==> src/rtl/fpu_pkg.sv <==
// Shared binary32 field widths, operand/pipeline payload types and unpack helpers
// for the FP alignment datapath.
package fpu_pkg;

  localparam int unsigned FP_W      = 32;
  localparam int unsigned EXP_W     = 8;
  localparam int unsigned MAN_W     = 23;
  localparam int unsigned SIG_W     = MAN_W + 1;
  localparam int unsigned SHAMT_W   = 5;
  localparam int unsigned SHAMT_MAX = 31;
  localparam int unsigned EXT_W     = 57;
  localparam int unsigned PAD_W     = EXT_W - SIG_W;

  typedef struct packed {
    logic             sign;
    logic [EXP_W-1:0] exp;
    logic [MAN_W-1:0] man;
  } fp_unpacked_t;

  // Stage 1: operands ordered by magnitude, alignment distance resolved
  typedef struct packed {
    logic               sign_big;
    logic               sign_small;
    logic [EXP_W-1:0]   exp_big;
    logic [SIG_W-1:0]   man_big;
    logic [SIG_W-1:0]   man_small;
    logic [SHAMT_W-1:0] shamt;
    logic               swapped;
  } s1_payload_t;

  typedef struct packed {
    logic               sign_big;
    logic               sign_small;
    logic [EXP_W-1:0]   exp_big;
    logic [SIG_W-1:0]   man_big;
    logic [SIG_W-1:0]   man_small_al;
    logic               guard;
    logic               round;
    logic               sticky;
    logic [SHAMT_W-1:0] shamt;
    logic               swapped;
  } s2_payload_t;

  function automatic fp_unpacked_t fp_unpack(input logic [FP_W-1:0] x);
    fp_unpacked_t u;
    u.sign = x[FP_W-1];
    u.exp  = x[FP_W-2 -: EXP_W];
    u.man  = x[MAN_W-1:0];
    return u;
  endfunction

  // Denormals share the exponent of the smallest normal
  function automatic logic [EXP_W-1:0] fp_eff_exp(input fp_unpacked_t u);
    return (u.exp == '0) ? EXP_W'(1) : u.exp;
  endfunction

  function automatic logic [SIG_W-1:0] fp_sig(input fp_unpacked_t u);
    return {(u.exp != '0), u.man};
  endfunction

endpackage

==> src/rtl/fp_rshift_sticky.sv <==
// Combinational alignment shifter: right-shifts a significand through a zero-padded
// extension and extracts guard, round and sticky from the bits shifted out.
module fp_rshift_sticky
  import fpu_pkg::*;
(
  input  logic [SIG_W-1:0]   i_man,
  input  logic [SHAMT_W-1:0] i_shamt,
  output logic [SIG_W-1:0]   o_man_al_c,
  output logic               o_guard_c,
  output logic               o_round_c,
  output logic               o_sticky_c
);

  logic [EXT_W-1:0] w_ext;

  assign w_ext      = {i_man, PAD_W'(0)} >> i_shamt;
  assign o_man_al_c = w_ext[EXT_W-1 -: SIG_W];
  assign o_guard_c  = w_ext[PAD_W-1];
  assign o_round_c  = w_ext[PAD_W-2];
  assign o_sticky_c = |w_ext[PAD_W-3:0];

endmodule

==> src/rtl/fp_align_shifter.sv <==
// Two-stage binary32 operand alignment: stage 1 orders operands by magnitude and
// computes the clamped shift, stage 2 registers the aligned smaller significand.
module fp_align_shifter
  import fpu_pkg::*;
(
  input  logic               clk,
  input  logic               rst_n,
  input  logic               in_valid,
  output logic               in_ready,
  input  logic [FP_W-1:0]    a,
  input  logic [FP_W-1:0]    b,
  output logic               out_valid,
  input  logic               out_ready,
  output logic               sign_big,
  output logic               sign_small,
  output logic [EXP_W-1:0]   exp_big,
  output logic [SIG_W-1:0]   man_big,
  output logic [SIG_W-1:0]   man_small_al,
  output logic               guard,
  output logic               round,
  output logic               sticky,
  output logic [SHAMT_W-1:0] shamt,
  output logic               swapped
);

  fp_unpacked_t     w_a, w_b, w_big, w_small;
  logic             w_swap;
  logic [EXP_W-1:0] w_exp_big, w_exp_small, w_diff;
  s1_payload_t      w_s1_next;
  s2_payload_t      w_s2_next;
  logic             w_s2_load, w_s1_load;

  logic             r_s1_valid;
  s1_payload_t      r_s1;
  logic             r_out_valid;
  s2_payload_t      r_s2;

  // Handshake: stage 2 frees when empty or draining; stage 1 frees when stage 2 can take it
  assign w_s2_load = !r_out_valid || out_ready;
  assign w_s1_load = !r_s1_valid || w_s2_load;
  assign in_ready  = w_s1_load;

  // Unpack, magnitude compare (ties keep a as larger) and clamped distance
  always_comb begin
    w_a         = fp_unpack(a);
    w_b         = fp_unpack(b);
    w_swap      = {w_b.exp, w_b.man} > {w_a.exp, w_a.man};
    w_big       = w_swap ? w_b : w_a;
    w_small     = w_swap ? w_a : w_b;
    w_exp_big   = fp_eff_exp(w_big);
    w_exp_small = fp_eff_exp(w_small);
    w_diff      = w_exp_big - w_exp_small;

    w_s1_next            = '0;
    w_s1_next.sign_big   = w_big.sign;
    w_s1_next.sign_small = w_small.sign;
    w_s1_next.exp_big    = w_exp_big;
    w_s1_next.man_big    = fp_sig(w_big);
    w_s1_next.man_small  = fp_sig(w_small);
    w_s1_next.shamt      = (w_diff > EXP_W'(SHAMT_MAX)) ? SHAMT_W'(SHAMT_MAX)
                                                        : w_diff[SHAMT_W-1:0];
    w_s1_next.swapped    = w_swap;
  end

  fp_rshift_sticky u_rshift (
    .i_man      (r_s1.man_small),
    .i_shamt    (r_s1.shamt),
    .o_man_al_c (w_s2_next.man_small_al),
    .o_guard_c  (w_s2_next.guard),
    .o_round_c  (w_s2_next.round),
    .o_sticky_c (w_s2_next.sticky)
  );

  assign w_s2_next.sign_big   = r_s1.sign_big;
  assign w_s2_next.sign_small = r_s1.sign_small;
  assign w_s2_next.exp_big    = r_s1.exp_big;
  assign w_s2_next.man_big    = r_s1.man_big;
  assign w_s2_next.shamt      = r_s1.shamt;
  assign w_s2_next.swapped    = r_s1.swapped;

  always_ff @(posedge clk or negedge rst_n) begin
    if (!rst_n) begin
      r_s1_valid <= 1'b0;
      r_s1       <= '0;
    end else if (w_s1_load) begin
      r_s1_valid <= in_valid;
      if (in_valid) r_s1 <= w_s1_next;
    end
  end

  // Data only reloads on a real transfer so a stalled result stays bit-stable
  always_ff @(posedge clk or negedge rst_n) begin
    if (!rst_n) begin
      r_out_valid <= 1'b0;
      r_s2        <= '0;
    end else if (w_s2_load) begin
      r_out_valid <= r_s1_valid;
      if (r_s1_valid) r_s2 <= w_s2_next;
    end
  end

  assign out_valid    = r_out_valid;
  assign sign_big     = r_s2.sign_big;
  assign sign_small   = r_s2.sign_small;
  assign exp_big      = r_s2.exp_big;
  assign man_big      = r_s2.man_big;
  assign man_small_al = r_s2.man_small_al;
  assign guard        = r_s2.guard;
  assign round        = r_s2.round;
  assign sticky       = r_s2.sticky;
  assign shamt        = r_s2.shamt;
  assign swapped      = r_s2.swapped;

endmodule

==> config.mk <==
export PLATFORM = sky130hd
export DESIGN_NAME = fp_align_shifter
export DESIGN_NICKNAME = d
export VERILOG_FILES = /design/src/rtl/fpu_pkg.sv /design/src/rtl/fp_rshift_sticky.sv /design/src/rtl/fp_align_shifter.sv
export SDC_FILE = /design/constraint.sdc
export NUM_CORES = 1
export LEC_CHECK = 0
export ABC_AREA = 1
export BUFFER_PORTS_ARGS = -buffer_cell sky130_fd_sc_hd__buf_4
export CORE_ASPECT_RATIO = 0.6
export CORE_MARGIN = 5
export CORE_UTILIZATION = 62
export CTS_CLUSTER_SIZE = 8
export DETAILED_ROUTE_END_ITERATION = 10
export GPL_ROUTABILITY_DRIVEN = 0
export PLACE_DENSITY = 0.87
export SYNTH_ARGS = -nofsm -noshare
export SYNTH_HDL_FRONTEND = slang
export SYNTH_HIERARCHICAL = 1
export SYNTH_SLANG_ARGS = --single-unit
export TNS_END_PERCENT = 5
==> constraint.sdc <==
create_clock -name clk -period 3.7 [get_ports clk]
set_clock_uncertainty 0.15 [all_clocks]
set_input_delay 0.37 -clock clk [delete_from_list [all_inputs] [get_ports clk]]
set_output_delay 0.37 -clock clk [all_outputs]
set_load 0.1 [all_outputs]
; Word level (Yosys, flattened, before mapping)
; Index checks and enable logic that the tools add are counted.
[totals]
output_inout_bits = 69
in_bits = 68
register_bits = 133
[op_classes]
add_sub_neg = 1
n_mux = 5
reduce_logical = 11
magnitude_cmp = 2
shifts = 1
[op_table]
columns = op, count
row1 = 32-bit two-way mux, 2
row2 = 57-bit by 5-bit right shift with 57-bit output, 1
row3 = 31-bit > comparator, 1
row4 = 31-bit OR reduction, 1
row5 = 8-bit zero test, 2
row6 = 8-bit two-way mux, 2
row7 = 8-bit nonzero test, 2
row8 = "8-bit by 5-bit > comparator with 1-bit output, second input constant", 1
row9 = 8-bit subtractor, 1
row10 = 5-bit two-way mux, 1
row11 = 2-bit AND reduction, 2
row12 = 1-bit zero test, 2
row13 = 1-bit logical OR, 2

; Depth between registers and ports, before layout
; Gate-level depths: netlist of run 1.
[logic_depth]
word_depth = 7
ltp_mapped = 32
depth_no_buf = 31

; Modules after synthesis
; Netlist of run 1, hierarchy kept.
[modules_own_cells]
columns = module, n_inst, cells_each, area_each_um2
row1 = fp_align_shifter, 1, 772, 6849.1
row2 = fp_rshift_sticky, 1, 337, 1512.7

; Worst setup path after synthesis of run 1
; No wires, ideal clock.
[synth_timing]
kind = input -> register
start = in a[30]
end = reg r_s1[1] in the netlist's numbering
cell_stages = 27
t_required_ns = 3.433
slack_ns = 0.038
arrival_ns = 3.395
path_buffers = 1
setup_time_ns = 0.117
path_cell_list = inv_1 ha_1 a21o_1 nor2_1 nand2_1 a21oi_1 nand2_4 nand2_8 buf_6 nand2_1 o21ai_2 nand2_1 nor2_1 nand2_1 nand2_1 ha_1 inv_1 fa_1 a31oi_1 nor2_1 nor2_1 nor2_1 nor2_1 or2_2 nand4_1 nor2_1 nor2_1
[synth_via]
elab_chain_cells = 7
word_cells_on_any_way = 10
classes_between = add/sub (1) / order compare (2) / mux (5) / reduce/logical (2)
[synth_rtl]
columns = element, line
row1 = start: declaration, fp_align_shifter.sv:10  ; input logic [FP_W-1:0] a,
row2 = 31-bit > comparator, fp_align_shifter.sv:47  ; w_swap = {w_b.exp, w_b.man} > {w_a.exp, w_a.man};
row3 = 32-bit two-way mux (on tied branches), "fp_align_shifter.sv:48, fp_align_shifter.sv:49"
row4 = 8-bit zero test, fpu_pkg.sv:54  ; return (u.exp == '0) ? EXP_W'(1) : u.exp;
row5 = 8-bit two-way mux, fpu_pkg.sv:54
row6 = 8-bit subtractor *, fp_align_shifter.sv:52  ; w_diff = w_exp_big - w_exp_small;
row7 = 8-bit by 5-bit > comparator with 1-bit output, fp_align_shifter.sv:60  ; w_s1_next.shamt = (w_diff > EXP_W'(SHAMT_MAX)) ? SHAMT_W'(SHAMT_MAX)
row8 = 5-bit two-way mux *, fp_align_shifter.sv:60
row9 = end signal: assignment, fp_align_shifter.sv:87  ; if (in_valid) r_s1 <= w_s1_next;
row10 = end: declaration, fp_align_shifter.sv:34  ; s1_payload_t r_s1;
; Mark *: on every way between the ends. The rest lies on a longest branch, timed or not.
; A chain may end at the register's enable or synchronous reset.

; Final worst setup path of run 1
[layout_timing]
start = in a[22]
end = reg r_s1[2] in the netlist's numbering
[layout_via]
elab_chain_cells = 7
word_cells_on_any_way = 10
classes_between = add/sub (1) / order compare (2) / mux (5) / reduce/logical (2)
[layout_rtl]
columns = element, line
row1 = 31-bit > comparator *, fp_align_shifter.sv:47
row2 = 32-bit two-way mux (on tied branches), "fp_align_shifter.sv:48, fp_align_shifter.sv:49"
row3 = 8-bit zero test, fpu_pkg.sv:54
row4 = 8-bit two-way mux, fpu_pkg.sv:54
row5 = 8-bit subtractor *, fp_align_shifter.sv:52
row6 = 8-bit by 5-bit > comparator with 1-bit output, fp_align_shifter.sv:60
row7 = 5-bit two-way mux *, fp_align_shifter.sv:60
; Marked as above.

==> impl_results.md, run 1 <==
- Starting utilization of the core area: 64.3%
- Final layout net count: 1,407
- Net Count, Synth: 1,216
- Number of max-capacitance violations reported: 0
- Average wire length per cell after detail routing: 18.1 um
- Highest routed metal layer: met4
- Starting DRC count in detailed routing: 1,339
- Router iterations before antenna repair: 6
- Fraction of power spent switching nets: 49.7%
- Clock-pin slew on the worst setup and hold paths: 60 ps
- Biggest area contributors in the synthesized netlist: sky130_fd_sc_hd__dfrtp_1 40%, sky130_fd_sc_hd__nand2_1 13%, sky130_fd_sc_hd__o21ai_0 7.5%
- Average cell area after synthesis: 7.54 um^2
- Share of total power in sequential cells: 26.2%
- Sink count of the clock tree: 133
- Final Instance Count excl. Fillers: 1,483
- Min Clock Period, post-route: 3930 ps
- Sequential share of the synthesized area: 39.8%
- Syn Inst Count: 1,109
- Synth area leader: sky130_fd_sc_hd__dfrtp_1
- Data arrival time of the critical path: 4080 ps
- Post-DR vias/cell: 6.00
- Clock Tree Buf Depth: 2
- Clock tree from TritonCTS: built
- I/O Pins: 137
- Final total negative setup slack: -1100 ps
- Pin count of the biggest net entering global routing: 108
- Detail Route met3 WL: 2880 um
- Total wire length: 26,900 um
- Overall die area: 16,000 um^2
- Leakage Power: 5.64 nW
- Crit path required time: 3850 ps
- Type of origin of the critical path: input port
- Estimated wirelength of the detail-placed design: 16,900 um
- Number of buffers added by the clock tree synthesis step: 17
- Number of instances in the placed design: 1,439
- Number of global-route vias before repair: 8,151
- CTS Root Buffer Type: sky130_fd_sc_hd__clkbuf_16
- Clk network pwr share: 22.8%
- Actual transition at the worst max-transition pin: 1030 ps
- Maximum clock rate: 0.254 GHz
- Wire length of the first global-routing pass: 41,000 um
- FF+latch area: 3330 um^2
- Post-placement setup slack: -494 ps
- Largest stage delay, worst path: 380 ps
- Violated checks: setup timing
- Initial antenna violation count: 0
- Internal power: 3.97 mW
- Antenna violation net count after detailed routing: 0
- Status: finished with violations
- Total non-filler cell area in the finished layout: 11,000 um^2
- Count of final setup violators: 5
- Total of buffers placed on input and output ports: 136
- Power per cell area: 716 nW/um^2
- Portion of total power attributed to combinational logic: 51.1%
- Clock network latency to the later pin of the worst-skew pair: 420 ps
- Path type of the worst min-delay path: input port to register
- Hold violation total from the final report: 0
- Core Region: 13,000 um^2
- Setup WS post-layout: -229 ps
- Area growth from synthesis to layout: 31.9%
- CP max stage cell: sky130_fd_sc_hd__fa_2
- Die W: 160 um
- Wl on met1: 11,200 um
- Type of destination of the critical path: register
- Share of Yosys cell area claimed by the top area cell type: 39.8%
- Total area of multi-input combinational cells: 4660 um^2
- Setup repair after global routing missed its margin: true
- Antenna diodes: 0
- Final slew viol count: 0
- Worst rel slew slack: 31.2%
- Count of yosys warnings during synthesis: 6
- Die extent in y: 100 um
- Most used cell, CP: sky130_fd_sc_hd__nor2_1
- Row count: 32
- Switch Pwr: 3.93 mW
- Post-synthesis sequential element count: 133
- Number of fill cells: 731
- CTS H-tree lvls: 4
- Dpl cell area: 9910 um^2
- DRC violations left: 0
- Total gr overflow: 0
- Ratio of cells with drive above 1 in the final layout: 30.5%
- Count of unique library cells instantiated by Yosys: 41
- GRT Overall Usage: 31.4%
- Area of the mapped netlist: 8360 um^2
- Largest fanout on the critical path: 7
- IR drop worst, VDD: 0.593 mV
- Final period utilization: 106%
- Via count: 8,902
- Path type of the worst setup path: input port to register
- Total met2 wirelength after detailed routing: 12,100 um
worst paths after layout:
check,depth (start not counted),slack (ps),endpoint,start
max in group asynchronous,3,2070,r_s1[53]$_DFFE_PN0P_,rst_n
min in group asynchronous,2,490,man_big[11]$_DFFE_PN0P_,rst_n
setup / recovery,30,-230,r_s1[2]$_DFFE_PN0P_,a[22]
hold reg to reg,2,340,man_big[12]$_DFFE_PN0P_,man_big[12]$_DFFE_PN0P_
hold / removal,3,70,r_s1[23]$_DFFE_PN0P_,a[17]
setup reg to reg,12,670,sticky$_DFFE_PN0P_,r_s1[2]$_DFFE_PN0P_
final cells by class:
type / count / share of cell area (%)
Clock buffer: 19 / 4.11
Clock inverter: 13 / 1.54
Inverter: 112 / 3.97
Multi-Input combinational cell: 806 / 42.2
Sequential cell: 133 / 30.2
Tap cell: 170 / 1.93
Timing Repair Buffer: 230 / 16.1
cells by family after synthesis:
group | count (synthesis) | synth area share, %
DFF | 133 | 39.8
muxes | 41 | 5.52
and+or+nand+nor | 509 | 26.2
AOI/OAI and AO/OA | 211 | 13.1
xor gates and xnor gates | 5 | 0.524
buffers and inverters | 171 | 8.93
adders and majority gates | 39 | 5.93
Yosys cell counts, drive strengths merged:
library cell	n
o31ai	1
clkinv	1
a21oi	50
mux2	41
nor3	2
a31oi	2
a21o	3
o22ai	2
nand3	102
xnor2	2
fa	1
inv	111
dfrtp	133
nand3b	1
nor2	85
nor3b	1
nand4	5
ha	38
clkbuf	23
o21ai	152
o211ai	1
nand2	311
or2	2
xor2	3
buf	36
sequential cells by signal, summed over array words and instances, names as in the netlist:
name          cells
sign_small        1
round             1
r_s1_valid        1
exp_big           8
swapped           1
sign_big          1
man_small_al     24
sticky            1
out_valid         1
man_big          24
r_s1             64
shamt             5
guard             1
routing by layer:
metal  vias to the layer above  track usage [%]
met5                         -                0
met3                       102             6.98
met2                       635             48.4
met1                      4162             45.2
li1                       4003                -
met4                         0             8.33
critical path, delay by kind of cell:
family / cells / cell delay, ps
compound gates: 1 / 160
fa+ha+maj: 3 / 830
buf+inv: 6 / 510
simple gates: 20 / 2200
power groups by stage:
stage	clock, mW	sequential (mW)	combinational [mW]
2_1_floorplan	0	3.41	1.51
4_1_cts	1.80	2.05	3.84
5_1_grt	1.87	2.10	4.28
3_3_place_gp	0	2.06	3.71
6_report	1.80	2.06	4.03
3_5_place_dp	0	2.07	3.77
stage by stage:
stage / utilization, % / total power [mW] / hold WS [ps]
after floorplan: - / 4.92 / -75.6
after global placement: 76.2 / 5.76 / 316
after detailed placement: 76.2 / 5.83 / 328
after CTS: 81.5 / 7.69 / 55.5
after global routing: 84.8 / 8.25 / 76.9
final: 84.8 / 7.90 / 72.8
layout by cell type, fill, tap and decap left out, drive strengths merged:
cell / synthesis / layout
inv: 111 / 114
nand3b: 1 / 1
clkinv: 1 / 5
o211ai: 1 / 1
nor3b: 1 / 1
nor3: 2 / 2
xor2: 3 / 3
o21ai: 152 / 152
o22ai: 2 / 2
o31ai: 1 / 1
nand3: 102 / 102
ha: 38 / 38
a31oi: 2 / 2
nand2: 311 / 312
bufinv: 0 / 3
dlygate4sd3: 0 / 1
fa: 1 / 1
dfrtp: 133 / 133
clkinvlp: 0 / 3
mux2: 41 / 41
nand4: 5 / 5
nor2: 85 / 85
xnor2: 2 / 2
or2: 2 / 2
buf: 36 / 229
a21o: 3 / 3
a21oi: 50 / 50
clkbuf: 23 / 19
timing repair:
item | in CTS | in global routing
gates cloned | 1 | 0
hold buffers | 1 | 0
endpoints found under the setup margin | 5 | 5
endpoints found under the hold margin | 81 | 0
pin swaps | 6 | 37
resized for setup | 4 | 77
buffers inserted | 5 | 5
(Power assumes the default switching activity.)
==> inputs of run 2 (changes only) <==
CELL_PAD_IN_SITES_DETAIL_PLACEMENT = 1   (was not set)
CELL_PAD_IN_SITES_GLOBAL_PLACEMENT = 1   (was not set)
CORE_UTILIZATION = 45   (was 62)
PLACE_DENSITY = not set   (was 0.87)
PLACE_DENSITY_LB_ADDON = 0.1   (was not set)
==> impl_results.md, run 2 (synthesis gave the netlist of run 1 again) <==
- Met2 layer usage reported by global route: 56.1% (+7.7 points)
- Worst rel slew slack: 31.2% (about the same)
- Path type of the worst min-delay path: input port to register
- Global routing usage on met3: 9.63% (+2.7 points)
- I/O Pins: 137 (unchanged)
- Ratio of cells with drive above 1 in the final layout: 36.4% (+5.8 points)
- Estimated wirelength of the detail-placed design: 22,100 um (+31%)
- Most used cell, CP: sky130_fd_sc_hd__buf_4
- Final total negative setup slack: -2770 ps (-1670 ps)
- Startpoint of the most critical hold path: a[15]
- Wire length of the first global-routing pass: 56,400 um (+38%)
- Clock Tree Buf Depth: 2 (unchanged)
- Die extent in y: 116 um (+16%)
- Starting utilization of the core area: 46.0% (-18 points)
- Via count: 9,644 (+8.3%)
- Post-placement setup slack: -664 ps (-170 ps)
- Data arrival time of the critical path: 4470 ps (+390 ps)
- Actual transition at the worst max-transition pin: 1030 ps (-6.61 ps)
- Number of buffers and inverters on the critical path: 9 (+3)
- Status: finished with violations
- CTS H-tree lvls: 4 (unchanged)
- Final slew viol count: 0 (unchanged)
- Clock network latency to the later pin of the worst-skew pair: 450 ps (+30 ps)
- Post-route total power: 8.56 mW (+8.4%)
- Antenna diodes: 0 (unchanged)
- Number of global-route vias before repair: 9,724 (+19%)
- Largest fanout on the critical path: 6 (-1)
- Final layout net count: 1,432 (+1.8%)
- CP max stage cell: sky130_fd_sc_hd__ha_1
- Power per cell area: 731 nW/um^2 (+2.1%)
- Crit path required time: 3870 ps (+20 ps)
- Type of destination of the critical path: register
- Launching instance or port of the critical path: a[23]
- Antenna violation net count after detailed routing: 0 (unchanged)
- Largest stage delay, worst path: 380 ps (about the same)
- GRT Overall Usage: 34.4% (+3.0 points)
- Setup repair after global routing missed its margin: true
- Row count: 38 (+19%)
- Overall die area: 21,500 um^2 (+34%)
- Router iterations before antenna repair: 5 (-1)
- Busiest layer in global routing: met2
- Final period utilization: 116% (+9.9 points)
- Pin count of the biggest net entering global routing: 76 (-30%)
- Worst hold margin: 56.5 ps (-16.3 ps)
- Hold violation total from the final report: 0 (unchanged)
- Post-route core utilization: 64.5% (-20 points)
- Leakage Power: 5.85 nW (+3.8%)
- CTS Root Buffer Type: sky130_fd_sc_hd__clkbuf_16
- Initial antenna violation count: 0 (unchanged)
- Clock tree from TritonCTS: built
- RR Startpoint: out_valid$_DFFE_PN0P_
- IR drop worst, VDD: 0.780 mV (+32%)
- Commonest cells after routing, fill and taps aside: 249 x sky130_fd_sc_hd__nand2_1, 237 x sky130_fd_sc_hd__buf_4, 133 x sky130_fd_sc_hd__dfrtp_1, 125 x sky130_fd_sc_hd__o21ai_0, 90 x sky130_fd_sc_hd__nand3_1
- Average wire length per cell after detail routing: 26.6 um (+47%)
- Maximum clock rate: 0.233 GHz (-8.5%)
- Type of origin of the critical path: input port
- Total of buffers placed on input and output ports: 136 (unchanged)
- Sink count of the clock tree: 133 (unchanged)
- Number of max-capacitance violations reported: 0 (unchanged)
- Violated checks: setup timing
- Count of final setup violators: 5 (unchanged)
- Cell family with the largest share of critical-path delay: simple AND/OR/NAND/NOR gates
- Area growth from synthesis to layout: 40.0%
- Most common cell after layout, fill and taps aside: sky130_fd_sc_hd__nand2_1
- Min Clock Period, post-route: 4290 ps (+365 ps)
- Total wire length: 41,900 um (+56%)
- Post-DR vias/cell: 6.12 (+1.9%)
- Setup WS post-layout: -594 ps (-365 ps)
- Die W: 186 um (+16%)
- Path type of the worst setup path: input port to register
- DRC violations left: 0 (unchanged)
- Largest register by flop count: r_s1
- Starting DRC count in detailed routing: 1,189 (-11%)
- Core Region: 18,200 um^2 (+40%)
- Total gr overflow: 0 (unchanged)
- Number of buffers added by the clock tree synthesis step: 17 (unchanged)
- Clock-pin slew on the worst setup and hold paths: 70 ps (about the same)
- Max FFs per register: 64 (unchanged)
- M1 GR Usage: 44.1% (-1.1 points)
-- run 2: changes by cell type in the layout (fill, tap and decap cells not counted), sizes merged --
cell / delta
clkinv: -1
bufinv: +1
clkbuf: +1
buf: +23
inv: -2
nand2: +2
-- run 2: path summary, 6_finish.rpt --
check                                          end  slack (ps)  cells past startpoint
max                            r_s1[3]$_DFFE_PN0P_        -590                     27
min                           r_s1[21]$_DFFE_PN0P_          60                      3
max reg2reg                   r_s1[31]$_DFFE_PN0P_         680                      5
min reg2reg                man_big[13]$_DFFE_PN0P_         350                      2
max in group asynchronous  man_big[10]$_DFFE_PN0P_        2180                      3
min in group asynchronous     r_s1[35]$_DFFE_PN0P_         400                      2
-- run 2: cell type report --
class / count / area (um^2)
repair buffers: 253 / 1990
fillers: 2161 / 6450
multi-input cells: 808 / 5000
inverters: 112 / 450
clock inverters: 11 / 174
well taps: 240 / 300
flip-flops and latches: 133 / 3330
clock buffers: 20 / 467
-- run 2: layer usage --
metal  vias to the layer above  share of wire [%]
met5                         -                  0
met4                         0                6.0
met3                       207                9.5
met2                       644                 46
met1                      4743                 39
li1                       4050                  -
-- run 2: tightest hold or removal path, stage by stage --
cell                      delay [ps]
sky130_fd_sc_hd__buf_4            80
sky130_fd_sc_hd__nor2_1           40
sky130_fd_sc_hd__o21ai_1         120
-- run 2: per-stage QoR --
stage               std cells  area (um^2)
floorplan                1109         8360
global placement         1522        10100
detailed placement       1522        10100
CTS                      1569        11300
global route             1577        11700
finish                   1577        11700
-- run 2: power breakdown --
group	switching (mW)	total, mW	leakage [nW]	internal [mW]
clock	0.762	1.94	0.305	1.18
sequential	0.321	2.11	1.63	1.79
combinational	3.36	4.50	3.92	1.14
-- run 2: repair_timing --
item                                   CTS  global route
setup endpoints to repair                5             5
resized for setup                       89            86
endpoints found under the hold margin   74             0
pin swaps                               60            51
hold buffers                             1             0
buffers inserted                        12             8
gates cloned                             3             0
